`src/rtl/ex_trig_scheduler.sv`:
```
// External trigger scheduler: rising-edge capture per source, round-robin grant of one
// shared acquisition engine via req/ack, programmable dead time, saturating drop counter.
module ex_trig_scheduler #(
    parameter int N_SRC     = 4,
    parameter int SRC_W     = 2,
    parameter int HOLDOFF_W = 16
) (
    input  logic                 clk,
    input  logic                 rst,
    input  logic [N_SRC-1:0]     sig_sync,
    input  logic [N_SRC-1:0]     src_en,
    input  logic [HOLDOFF_W-1:0] holdoff,
    output logic                 acq_req,
    output logic [SRC_W-1:0]     acq_src,
    input  logic                 acq_ack,
    output logic [N_SRC-1:0]     pend,
    output logic                 busy,
    output logic [15:0]          drop_cnt
);

    localparam int DROP_W = $clog2(N_SRC + 1);

    typedef enum logic [1:0] {IDLE, REQ, HOLD} state_t;

    state_t               state;
    logic [N_SRC-1:0]     prev;
    logic [N_SRC-1:0]     edge_det;
    logic [N_SRC-1:0]     eligible;
    logic [N_SRC-1:0]     ack_clr;
    logic [N_SRC-1:0]     en_clr;
    logic [N_SRC-1:0]     drop_vec;
    logic [N_SRC-1:0]     pend_nxt;
    logic [DROP_W-1:0]    drop_num;
    logic [HOLDOFF_W-1:0] cnt;
    logic [SRC_W-1:0]     ptr;
    logic [SRC_W-1:0]     grant;
    logic                 grant_vld;

    function automatic logic [15:0] sat_add(input logic [15:0] a, input logic [DROP_W-1:0] b);
        logic [16:0] s;
        s = {1'b0, a} + 17'(b);
        return s[16] ? 16'hFFFF : s[15:0];
    endfunction

    always_comb begin
        edge_det = sig_sync & ~prev & src_en;
        ack_clr  = '0;
        if (state == REQ && acq_ack)
            ack_clr[acq_src] = 1'b1;
        // The granted source keeps its pend bit until ack even if it gets disabled.
        en_clr = ~src_en;
        if (state == REQ)
            en_clr[acq_src] = 1'b0;
        // A set in the ack cycle wins over the clear and is not a drop.
        drop_vec = edge_det & pend & ~ack_clr;
        pend_nxt = (pend & ~ack_clr & ~en_clr) | edge_det;
        drop_num = '0;
        for (int i = 0; i < N_SRC; i++)
            drop_num = drop_num + DROP_W'(drop_vec[i]);
    end

    // Disabled sources are not eligible even in the cycle before their pend bit clears.
    assign eligible = pend & src_en;

    always_comb begin
        logic [SRC_W-1:0] idx;
        grant     = '0;
        grant_vld = 1'b0;
        idx       = '0;
        for (int k = 1; k <= N_SRC; k++) begin
            idx = SRC_W'((int'(ptr) + k) % N_SRC);
            if (!grant_vld && eligible[idx]) begin
                grant     = idx;
                grant_vld = 1'b1;
            end
        end
    end

    always_ff @(posedge clk or posedge rst) begin
        if (rst) begin
            state    <= IDLE;
            acq_req  <= 1'b0;
            acq_src  <= '0;
            pend     <= '0;
            busy     <= 1'b0;
            drop_cnt <= '0;
            cnt      <= '0;
            ptr      <= SRC_W'(N_SRC - 1);
            prev     <= '1;
        end else begin
            prev     <= sig_sync;
            pend     <= pend_nxt;
            drop_cnt <= sat_add(drop_cnt, drop_num);
            case (state)
                IDLE: begin
                    if (grant_vld) begin
                        acq_src <= grant;
                        ptr     <= grant;
                        acq_req <= 1'b1;
                        busy    <= 1'b1;
                        state   <= REQ;
                    end
                end
                REQ: begin
                    if (acq_ack) begin
                        acq_req <= 1'b0;
                        cnt     <= holdoff;
                        state   <= HOLD;
                    end
                end
                HOLD: begin
                    if (cnt == '0) begin
                        busy  <= 1'b0;
                        state <= IDLE;
                    end else begin
                        cnt <= cnt - 1'b1;
                    end
                end
                default: begin
                    acq_req <= 1'b0;
                    busy    <= 1'b0;
                    state   <= IDLE;
                end
            endcase
        end
    end

endmodule
```
`config.mk`:
```
export PLATFORM = sky130hd
export DESIGN_NAME = ex_trig_scheduler
export DESIGN_NICKNAME = d
export VERILOG_FILES = /design/src/rtl/ex_trig_scheduler.sv
export SDC_FILE = /design/constraint.sdc
export NUM_CORES = 1
export LEC_CHECK = 0
export ABC_AREA = 1
export BUFFER_PORTS_ARGS = -buffer_cell sky130_fd_sc_hd__buf_2
export CAP_MARGIN = 0
export CORE_MARGIN = 5
export CORE_UTILIZATION = 45
export DETAILED_ROUTE_END_ITERATION = 16
export HOLD_SLACK_MARGIN = 0.1
export PLACE_DENSITY = 0.77
export SLEW_MARGIN = 10
export SYNTH_ARGS = -nofsm -noshare
export SYNTH_HDL_FRONTEND = slang
export SYNTH_SLANG_ARGS = --single-unit
```
`constraint.sdc`:
```
create_clock -name clk -period 3.3 [get_ports clk]
set_input_delay 0.165 -clock clk [delete_from_list [all_inputs] [get_ports clk]]
set_output_delay 0.165 -clock clk [all_outputs]
set_load 0.005 [all_outputs]
```
Word-level counts from Yosys, hierarchy flattened
Index checks and enable logic that the tools add are counted.
- flip-flop bits (word level): 48
- bits of input ports: 27
- logic and storage cells: 95
- $add $sub $neg: 9
- magnitude comparators: 6
- eq/ne operators: 6
- muxes and demuxes: 33
- bitwise logic cells: 16
- reductions and logical operators: 16
- operators with widths (cell ; number):
    $mux W16 ; 3
    $and A4 B4 Y4 ; 8
    $pmux W16 S2 ; 1
    $not A4 Y4 ; 5
    $add A16 B3 Y17 ; 1
    $logic_not A16 Y1 ; 1
    $sub A16 B1 Y16 const B ; 1
    $lt A2 B3 Y1 const B ; 5
    $mux W2 ; 7
    $mux W1 ; 12
    $reduce_and A3 Y1 ; 4
    $bmux W1 S2 ; 4
    $mux W4 ; 2
    $ne A2 B2 Y1 const B ; 4
    $pmux W1 S3 ; 2
    $pmux W2 S3 ; 1
    $logic_and A1 B1 Y1 ; 5
    $add A2 B1 Y2 const B ; 2
    $add A2 B2 Y2 const B ; 2
    $or A4 B4 Y4 ; 1
    $add A2 B1 Y3 ; 1
    $add A3 B1 Y3 ; 1
    $logic_not A1 Y1 ; 3
    $add A1 B1 Y2 ; 1
    8 further kinds ; 9

Depth between registers and ports, before layout
- word-level depth: 15
- gate-level depth with buffers: 20

Worst setup path after synthesis
Ideal clock, no wire load.
- kind: register to register
- start: register state[0]
- end: register drop_cnt[15]
- library setup time: 0.068 ns
- arrival time: 3.065 ns
- required time: 3.232 ns
- setup slack: 0.166 ns
- cell stages (with the launch flop): 21
- path through: dfrtp_1 inv_2 nor2_4 inv_2 nor2_4 nand2_1 nand2_1 or3_1 fa_1 fa_1 inv_1 fa_1 nand2_2 nor2_4 nand3_2 nor2_4 nand2_4 nor2_4 nand2_2 buf_6 nand3_1
- cells in the longest elaborated chain, start to end: 10
- RTL lines (what ; line ; text):
    from (decl) ; 25 ; state_t state;
    from (signal assigned) ; 81 ; state <= IDLE;
    from (signal assigned) ; 101 ; state <= REQ;
    from (signal assigned) ; 108 ; state <= HOLD;
    $eq A2 B1 Y1 * ; 48 ; if (state == REQ && acq_ack)
    $logic_and A1 B1 Y1 * ; 48 ;
    $mux W4 * ; 48 ;
    $not A4 Y4 * ; 55 ; drop_vec = edge_det & pend & ~ack_clr;
    $and A4 B4 Y4 * ; 55 ;
    $add A1 B1 Y2 ; 59 ; drop_num = drop_num + DROP_W'(drop_vec[i]);
    $add A2 B1 Y3 ; 59 ;
    $add A3 B1 Y3 * ; 59 ;
    $add A16 B3 Y17 * ; 41 ; s = {1'b0, a} + 17'(b);
    $mux W16 * ; 42 ; return s[16] ? 16'hFFFF : s[15:0];
    to (signal assigned) ; 93 ; drop_cnt <= sat_add(drop_cnt, drop_num);
    to (decl) ; 18 ; output logic [15:0] drop_cnt
Every way passes the cells marked *; elsewhere a longest branch is shown, timed or not.
A chain may end at the register's enable or synchronous reset.

Final worst setup path
- start: register state[0]
- end: register drop_cnt[13]
The elaborated chain is that of the path after synthesis.

==> impl_metrics.json <==
{
  "io_buffers": 50,
  "clock_sinks": 48,
  "nets": 512,
  "dp_slack_ns": -0.05804,
  "vias_per_cell": 5.137,
  "synthToLayoutAreaGrowth_pct": 16.94,
  "n_antenna_cell": 0,
  "cp-end-kind": "register",
  "grt_pass1_vias": 2776,
  "finalSetupViolations": 0,
  "ys_warn_count": 0,
  "drt-wirelength-per-cell_um": 12.67,
  "ant_nets": 0,
  "cts_root_buf": "clkbuf_8",
  "worstPathMaxFanout": 7,
  "syn_area_um2": 3073,
  "hold_ws_ns": 0.1113,
  "synthCells": 418,
  "layout_common_cells": "nand2_1 (136), buf_2 (50), dfrtp_1 (42)",
  "ys_types": 38,
  "power_density_nw_per_um2": 404.8,
  "worstPathRequired_ns": 3.52,
  "grt_max_degree": 49,
  "worstSkewPairLatency_ns": 0.29,
  "finalMaxSlewViolations": 0,
  "power_mw": 1.455,
  "top_level_ports": 51,
  "wl_um": 7108,
  "die_area_um2": 8581,
  "drc": 0,
  "ys_seq_area_share_pct": 39.33,
  "finish.utilization_pct": 53.48,
  "gr-usage-all-layers_pct": 16.99,
  "placed_cell_area_um2": 3373,
  "drive_gt1_share_pct": 25.99,
  "tritoncts": "yes",
  "ys_ff_latch": 48,
  "die_x_um": 92.64,
  "grt_pass1_wl_um": 12050,
  "startpoint_type": "register",
  "drtPass1Iterations": 4,
  "hold_viol_final": 0,
  "power.leakage_nw": 1.912,
  "relSlewSlack_pct": 31.81,
  "via_count": 2882,
  "period_share_pct": 97.63,
  "dp_hpwl_um": 5126,
  "antenna_found_initial": 0,
  "hp-class": "in2async",
  "synth_area_per_cell_um2": 7.352,
  "worstSetupPathType": "reg2reg",
  "grt.overflow.total": 0,
  "clk_pin_slew_ns": 0.09,
  "rows": 30,
  "core_um2": 6719,
  "outcome": "completed",
  "cts_buffer_depth": 2,
  "ir_drop_uv": 213.9,
  "drt_iter0_drc": 115,
  "initial_core_util_pct": 45.74,
  "fin_skew_ns": 0.003897,
  "setup_slack_ns": 0.07833,
  "die_h_um": 92.64,
  "ff2ff_setup_slack_ns": 0.08,
  "rsz0062_at_grt": "yes",
  "fin_crit_ns": 3.222,
  "place_congestion": 0.8776,
  "tightest_slew_ns": 1.021,
  "synth_fp_nets": 450,
  "cap_violations": 0,
  "final_area_um2": 3593,
  "critPathArrivalTime_ns": 3.44,
  "htree_levels": 2,
  "layout_commonest_cell": "nand2_1",
  "fmax_mhz": 310.4,
  "numCtsBuffers": 5,
  "nFillCells": 649
}
-- cells by family after synthesis --
logic type | share of synthesized area, %
AO/OA/AOI/OAI | 9.690
XOR/XNOR | 2.280
adder cells (fa/ha/maj) | 2.769
buffers and inverters | 8.590
flip-flops | 39.33
AND/OR/NAND/NOR | 37.34
-- power by group --
part           total, mW  switching, mW  internal (mW)
sequential         0.766         0.0980          0.668
combinational      0.326          0.178          0.148
clock              0.362          0.191          0.171
total               1.45          0.467          0.988
-- cell usage after synthesis --
master    count  area, um2
or2_1         1      6.260
a31oi_1       4      25.02
or2_2         3      18.77
buf_6         5      56.30
nand4_1       8      50.05
or3_1         4      25.02
nand3_1      36      180.2
nor2_4        6      67.56
dfrtp_1      42       1051
and2_1        1      6.260
buf_4         2      15.01
nand2_4       1      11.26
o21ai_0      16      80.08
inv_1        43      161.4
nand2_2       8      50.05
ha_1          2      25.02
o21ai_1       2      10.01
nand3_2       4      40.04
buf_2         1      5.000
dfstp_2       6      157.7
clkbuf_1      1      3.750
o31ai_1       1      7.510
o21ai_2       6      52.55
nor2_2        4      25.02
fa_1          3      60.06
nor3_1        3      15.01
inv_2         6      22.52
xor2_1        6      52.55
a21boi_0      2      15.01
o21ai_4       1      16.27
a21oi_1       9      45.04
nand2_1     140      525.5
o22ai_1       5      31.28
xnor2_1       2      17.52
nand3b_1      1      7.510
o211ai_1      2      15.01
nor2_1       30      112.6
nor4_1        1      6.260
-- layout make-up --
type | count | area [um2] | share of cell area (%)
multi-input combinational | 313 | 1653 | 46.00
sequential | 48 | 1209 | 33.64
timing repair buffer | 63 | 357.8 | 9.958
inverter | 49 | 183.9 | 5.118
tap | 80 | 100.1 | 2.786
clock buffer | 8 | 90.09 | 2.507
-- path summary, 6_finish.rpt --
kind | cells after the start | end | startpoint
hold / removal | 2 | drop_cnt[12] | rst
hold reg to reg | 2 | busy | busy
max in group asynchronous | 2 | acq_src[0] | rst
setup / recovery | 19 | drop_cnt[13] | state[0]
min in group clk | 5 | cnt[5] | holdoff[5]
setup reg to reg | 19 | drop_cnt[13] | state[0]
-- repair_timing --
action,4_1_cts,5_1_grt
gates resized for setup,1,16
endpoints found under the hold margin,4,0
cloned,0,1
pin swaps,0,8
setup endpoints to repair,11,16
hold buffers,4,0
setup buffers,0,5
-- critical path, stage by stage, from the launching register on --
cell and delay [ns]:
dfrtp_1 0.39, inv_2 0.07, nor2_4 0.04, inv_2 0.07, nor2_4 0.04, nand3_2 0.06
nand2_2 0.05, or3_4 0.34, fa_1 0.48, fa_2 0.35, inv_2 0.07, fa_2 0.20
nand2_2 0.08, nor2_4 0.12, nand3_2 0.09, nor2_4 0.14, nand2_4 0.07, nor2_4 0.23
nand2_4 0.12, o211ai_1 0.11
-- state kept, by name (all words and copies together), names as in the netlist --
name,count
state,2
cnt,16
prev,4
busy,1
acq_src,2
acq_req,1
pend,4
drop_cnt,16
ptr,2
-- routing by layer --
layer	share of wire, %	vias up	global-route usage (%)
met5	0	-	0
met4	1.3	0	5.617
met3	3.7	8	3.412
met2	49	56	28.16
met1	46	1354	22.24
li1	-	1464	-
-- through the flow --
step | cells | setup TNS [ns]
6_report | 561 | 0
2_1_floorplan | 418 | 0
3_3_place_gp | 543 | 0
5_1_grt | 561 | -1.443
3_5_place_dp | 543 | -0.09514
4_1_cts | 555 | 0
(Power assumes the default switching activity.)
